`src/rtl/pixel_port_arbiter.sv`:
```
// Purpose : shares the VGA pixel write port between screen clear, snake draw and food draw.
// Latency : 1 cycle from ack (grant) to x_out/y_out/colour_out/plot.
// Backpr. : req/ack handshake; a requester holds req and data until ack, at most one ack per cycle.
//
// Ports:
//   clk, reset_n                   clock, synchronous active-low reset
//   clr_req/clr_last/clr_x/clr_y   clear requester (black fill), clr_last ends the burst
//   clr_ack                        combinational accept pulse for clear
//   snk_req/snk_x/snk_y/snk_colour snake requester, snk_ack accept pulse
//   fd_req/fd_x/fd_y/fd_colour     food requester, fd_ack accept pulse
//   x_out/y_out/colour_out/plot    registered pixel write to the VGA adapter
//   clr_busy                       clear burst currently owns the port
//   pix_count                      pixels issued since reset (wraps)
//   clip_err                       sticky out-of-range flag (only with ARB_CLIP_EN)
//
// Optional feature: define ARB_CLIP_EN to drop (but still ack) pixels outside
// X_MAX/Y_MAX and add the clip_err output.
module pixel_port_arbiter #(
  parameter int X_W   = 8,
  parameter int Y_W   = 7,
  parameter int C_W   = 3,
  parameter int X_MAX = 159,
  parameter int Y_MAX = 119
) (
  input  logic           clk,
  input  logic           reset_n,
  input  logic           clr_req,
  input  logic           clr_last,
  input  logic [X_W-1:0] clr_x,
  input  logic [Y_W-1:0] clr_y,
  output logic           clr_ack,
  input  logic           snk_req,
  input  logic [X_W-1:0] snk_x,
  input  logic [Y_W-1:0] snk_y,
  input  logic [C_W-1:0] snk_colour,
  output logic           snk_ack,
  input  logic           fd_req,
  input  logic [X_W-1:0] fd_x,
  input  logic [Y_W-1:0] fd_y,
  input  logic [C_W-1:0] fd_colour,
  output logic           fd_ack,
  output logic [X_W-1:0] x_out,
  output logic [Y_W-1:0] y_out,
  output logic [C_W-1:0] colour_out,
  output logic           plot,
  output logic           clr_busy,
`ifdef ARB_CLIP_EN
  output logic           clip_err,
`endif
  output logic [15:0]    pix_count
);

  localparam logic [0:0] NORMAL   = 1'b0;
  localparam logic [0:0] LOCK_CLR = 1'b1;
  localparam logic       PTR_SNK  = 1'b0;
  localparam logic       PTR_FD   = 1'b1;

  logic [0:0]     state;
  logic           rr_ptr;
  logic           gnt_clr, gnt_snk, gnt_fd, gnt_any;
  logic [X_W-1:0] sel_x;
  logic [Y_W-1:0] sel_y;
  logic [C_W-1:0] sel_colour;
  logic           do_plot;

  // Grants are suppressed while reset_n is low so no requester sees an ack
  // for a pixel that the reset is about to discard.
  always_comb begin
    gnt_clr = 1'b0;
    gnt_snk = 1'b0;
    gnt_fd  = 1'b0;
    if (reset_n) begin
      if (clr_req) begin
        gnt_clr = 1'b1;
      end else if (state == NORMAL) begin
        if (snk_req && fd_req) begin
          if (rr_ptr == PTR_SNK) gnt_snk = 1'b1;
          else                   gnt_fd  = 1'b1;
        end else if (snk_req) begin
          gnt_snk = 1'b1;
        end else if (fd_req) begin
          gnt_fd = 1'b1;
        end
      end
    end
  end

  assign gnt_any  = gnt_clr | gnt_snk | gnt_fd;
  assign clr_ack  = gnt_clr;
  assign snk_ack  = gnt_snk;
  assign fd_ack   = gnt_fd;
  assign clr_busy = (state == LOCK_CLR);

  always_comb begin
    sel_x      = clr_x;
    sel_y      = clr_y;
    sel_colour = '0;           // clear pixels are always black
    if (gnt_snk) begin
      sel_x      = snk_x;
      sel_y      = snk_y;
      sel_colour = snk_colour;
    end else if (gnt_fd) begin
      sel_x      = fd_x;
      sel_y      = fd_y;
      sel_colour = fd_colour;
    end
  end

`ifdef ARB_CLIP_EN
  localparam logic [X_W-1:0] X_LIM = X_W'(X_MAX);
  localparam logic [Y_W-1:0] Y_LIM = Y_W'(Y_MAX);
  logic out_of_range;
  assign out_of_range = (sel_x > X_LIM) || (sel_y > Y_LIM);
  // Out-of-range pixels are acked so the requester never stalls, then dropped.
  assign do_plot = gnt_any && !out_of_range;

  always_ff @(posedge clk) begin
    if (!reset_n)                       clip_err <= 1'b0;
    else if (gnt_any && out_of_range)   clip_err <= 1'b1;
  end
`else
  assign do_plot = gnt_any;
`endif

  always_ff @(posedge clk) begin
    if (!reset_n) begin
      x_out      <= '0;
      y_out      <= '0;
      colour_out <= '0;
      plot       <= 1'b0;
      pix_count  <= '0;
      state      <= NORMAL;
      rr_ptr     <= PTR_SNK;
    end else begin
      plot <= do_plot;
      if (do_plot) begin
        x_out      <= sel_x;
        y_out      <= sel_y;
        colour_out <= sel_colour;
        pix_count  <= pix_count + 16'd1;
      end
      // The pointer always moves to the requester that was not just served.
      if (gnt_snk) rr_ptr <= PTR_FD;
      if (gnt_fd)  rr_ptr <= PTR_SNK;
      // A clear grant without clr_last locks the port; with it, the burst ends.
      if (gnt_clr) state <= clr_last ? NORMAL : LOCK_CLR;
    end
  end

endmodule

```
`config.mk`:
```
export PLATFORM = sky130hd
export DESIGN_NAME = pixel_port_arbiter
export DESIGN_NICKNAME = d
export VERILOG_FILES = /design/src/rtl/pixel_port_arbiter.sv
export SDC_FILE = /design/constraint.sdc
export NUM_CORES = 1
export LEC_CHECK = 0
export ABC_AREA = 0
export CORE_MARGIN = 1
export CORE_UTILIZATION = 40
export CTS_CLUSTER_SIZE = 40
export DETAILED_ROUTE_END_ITERATION = 7
export PLACE_DENSITY = 0.79
export RECOVER_POWER = 50
export SETUP_SLACK_MARGIN = 0.2
export SLEW_MARGIN = 20
export SYNTH_ARGS = -nofsm -noshare
export SYNTH_HDL_FRONTEND = slang
export SYNTH_SLANG_ARGS = --single-unit
export TNS_END_PERCENT = 1
```
`constraint.sdc`:
```
create_clock -name clk -period 2 [get_ports clk]
set_input_delay 0.4 -clock clk [delete_from_list [all_inputs] [get_ports clk]]
set_output_delay 0.4 -clock clk [all_outputs]
set_load 0.02 [all_outputs]
```
==> impl_metrics.yaml <==
synthesis:
  ys_async_sr_fraction_pct: 0
  ys_ff_latch: 37
  synth-edff-count: 0
  netlist_area_sq_um: 1959
  synth_top_cell_area_share_pct: 37.80
  yosysTopAreaCell: "dfxtp_1"
  synth_cells: 234
  syn_avg_cell_area_sq_um: 8.373
  ys_types: 43
  ys_seq_area_share_pct: 37.80
  synth_fp_nets: 292
  synth.most_common_cell: "dfxtp_1"
  ys_warn_count: 0
  synthFlopType: "dfxtp_1"
  synth_common_cells: "dfxtp_1, nand2_1, nor2_1, nor3_1, o31ai_1"
  synth_area_leaders: "dfxtp_1, nand2_1, o31ai_1"
detailed_routing:
  dr.pass1.iters: 4
  wl_per_cell_microns: 14.49
  drc: 0
  viasPerCell: 5.328
  vias: 2190
  wl_microns: 5956
  antenna_left: 0
  drt_iter0_markers: 85
power:
  p_total_mw: 1.909
  power.density_nw_per_um2: 586.3
  ir_drop_mv: 0.5359
  leakage_nw: 1.228
final_layout:
  drive_gt1_share_pct: 20.06
  multiInputGateArea_sq_um: 1142
  nFillCells: 386
  final_nets: 401
  syn_to_final_growth_pct: 66.16
  regArea_sq_um: 742.0
  n_antenna_cell: 0
timing:
  max_freq_mhz: 535.3
  hold_violations: 0
  finalCriticalPeriod_ps: 1868
  rsz0062_at_grt: "true"
  finalCritPeriodShare_pct: 93.41
  timing.hold.ws_ps: 451.6
  slew_headroom_pct: 51.55
  setup_violations: 0
  setup_ws_ps: 131.9
  clock-skew-final_ps: 6.894
  worstMarginPinSlew_ps: 726.8
  slew_violations: 0
grt:
  grt_pass1_vias: 2106
  grt_max_degree: 19
  grt-ovfl-total: 0
  grt_first_pass_wirelength_microns: 9542
  grt_use_total_pct: 23.23
  grt_antenna_before_repair: 0
die:
  pin_count: 96
  dieHeight_microns: 71.99
  initial_core_util_pct: 41.48
  fp.dieW_microns: 71.99
  rows: 25
  core_sq_um: 4723
  die-area_sq_um: 5183
worst_hold_path:
  hold_end: "y_out[1]"
  hold_depth: 2
  min_path_type: "flop to flop"
  worstHoldStart: "y_out[1]"
placement:
  dpl_worst_slack_ps: -318.7
  gp_congestion: 0.8181
  io_buffers: 95
  dp_hpwl_microns: 4162
critical_path:
  crit_type: "input port to flop"
  crit_arrival_ps: 2080
  r2r.worst_path.cells: 6
  crit_fanout: 11
  r2r-start: "clr_busy"
  regToRegSetupSlack_ps: 270
  worstReg2RegEnd: "pix_count[14]"
  startpoint_type: "input port"
  required_ps: 2210
  end_kind: "flop"
clock_network:
  root_buffer: "clkbuf_8"
  ctsLongestPathBuffers: 2
  clk_transition_reported_paths_ps: 80
  clkLatencyLatePin_ps: 290
  cts_htree_levels: 2
  cts_buffers: 5
  cts_tree: "built"
  clock_sinks: 37
flow_run:
  cap_violations: 0
outcome:
  status: "finished, final reports clean"
through the flow:
stage	cell area (sq um)	cells	setup TNS, ps	util (%)
after global routing	3256	411	0	68.93
after detailed placement	3067	399	-5110	64.93
after CTS	3277	411	0	69.38
final	3256	411	0	68.93
after floorplan	1959	234	0	-
after global placement	3067	399	-4049	64.93
layout by cell type, fill, tap and decap left out, drive strengths merged, types with 8 or more instances in the layout:
cell type and n:
inv 8, a211oi 16, buf 24, dlygate4sd3 24, clkbuf 9, nor3 19, a21oi 10, clkdlybuf4s50 66
o31ai 22, dfxtp 37, nor2 20, nand2 36
kinds of logic (layout without fill, tap and decap cells):
group,count (synthesis),after routing,synth area share (%)
and+or+nand+nor,100,100,25.74
AOI/OAI and AO/OA,66,66,27.59
DFF,37,37,37.80
buffers and inverters,27,137,6.897
xor gates and xnor gates,3,3,1.341
adders and majority gates,1,1,0.6385
flip-flops by register name (all words and copies together) (netlist names):
register	count
pix_count	16
plot	1
rr_ptr	1
x_out	8
colour_out	3
clr_busy	1
y_out	7
final cells by class:
cell class / count / share of cell area (%)
sequential: 37 / 22.79
multi-input combinational: 170 / 35.09
clock inverter: 3 / 1.422
inverter: 8 / 0.9224
timing repair buffer: 121 / 35.09
clock buffer: 5 / 2.114
tap: 67 / 2.575
worst max path at each step:
stage                               end          from  cells after the start  slack, ps
after floorplan           pix_count[15]  pix_count[3]                      5        300
after global placement           fd_ack       reset_n                      5       -290
after detailed placement         fd_ack       reset_n                      5       -320
after CTS                  pix_count[2]  pix_count[2]                      1        130
after global routing      colour_out[0]        fd_req                      7         50
final                     pix_count[14]        fd_req                      6        130
critical path, stage by stage:
cell and delay [ps]:
clkdlybuf4s50_1 580, o21ba_2 220, o211ai_1 90, buf_4 180
or4_1 470, a21oi_1 140
routing by layer:
layer | routed length (microns) | up-vias | track usage, %
li1 | - | 1079 | -
met1 | 2472 | 1037 | 28.63
met4 | 159 | 0 | 8.932
met3 | 228 | 13 | 2.917
met2 | 3096 | 61 | 41.30
met5 | 0 | - | 0
what timing repair did:
| action | CTS | global route |
|---|---|---|
| gates resized for setup | 31 | 3 |
| hold buffers | 0 | 0 |
| setup endpoints to repair | 26 | 29 |
| pin swaps | 1 | 0 |
| setup buffers | 3 | 0 |
| hold endpoints to repair | 0 | 0 |
| gates cloned | 1 | 0 |
power breakdown:
part	total, mW	switching, mW	internal, mW
logic	0.449	0.209	0.240
registers	0.803	0.0246	0.778
clock network	0.657	0.284	0.373
total	1.91	0.517	1.39
Note: power is estimated with default switching activity, not from simulation.
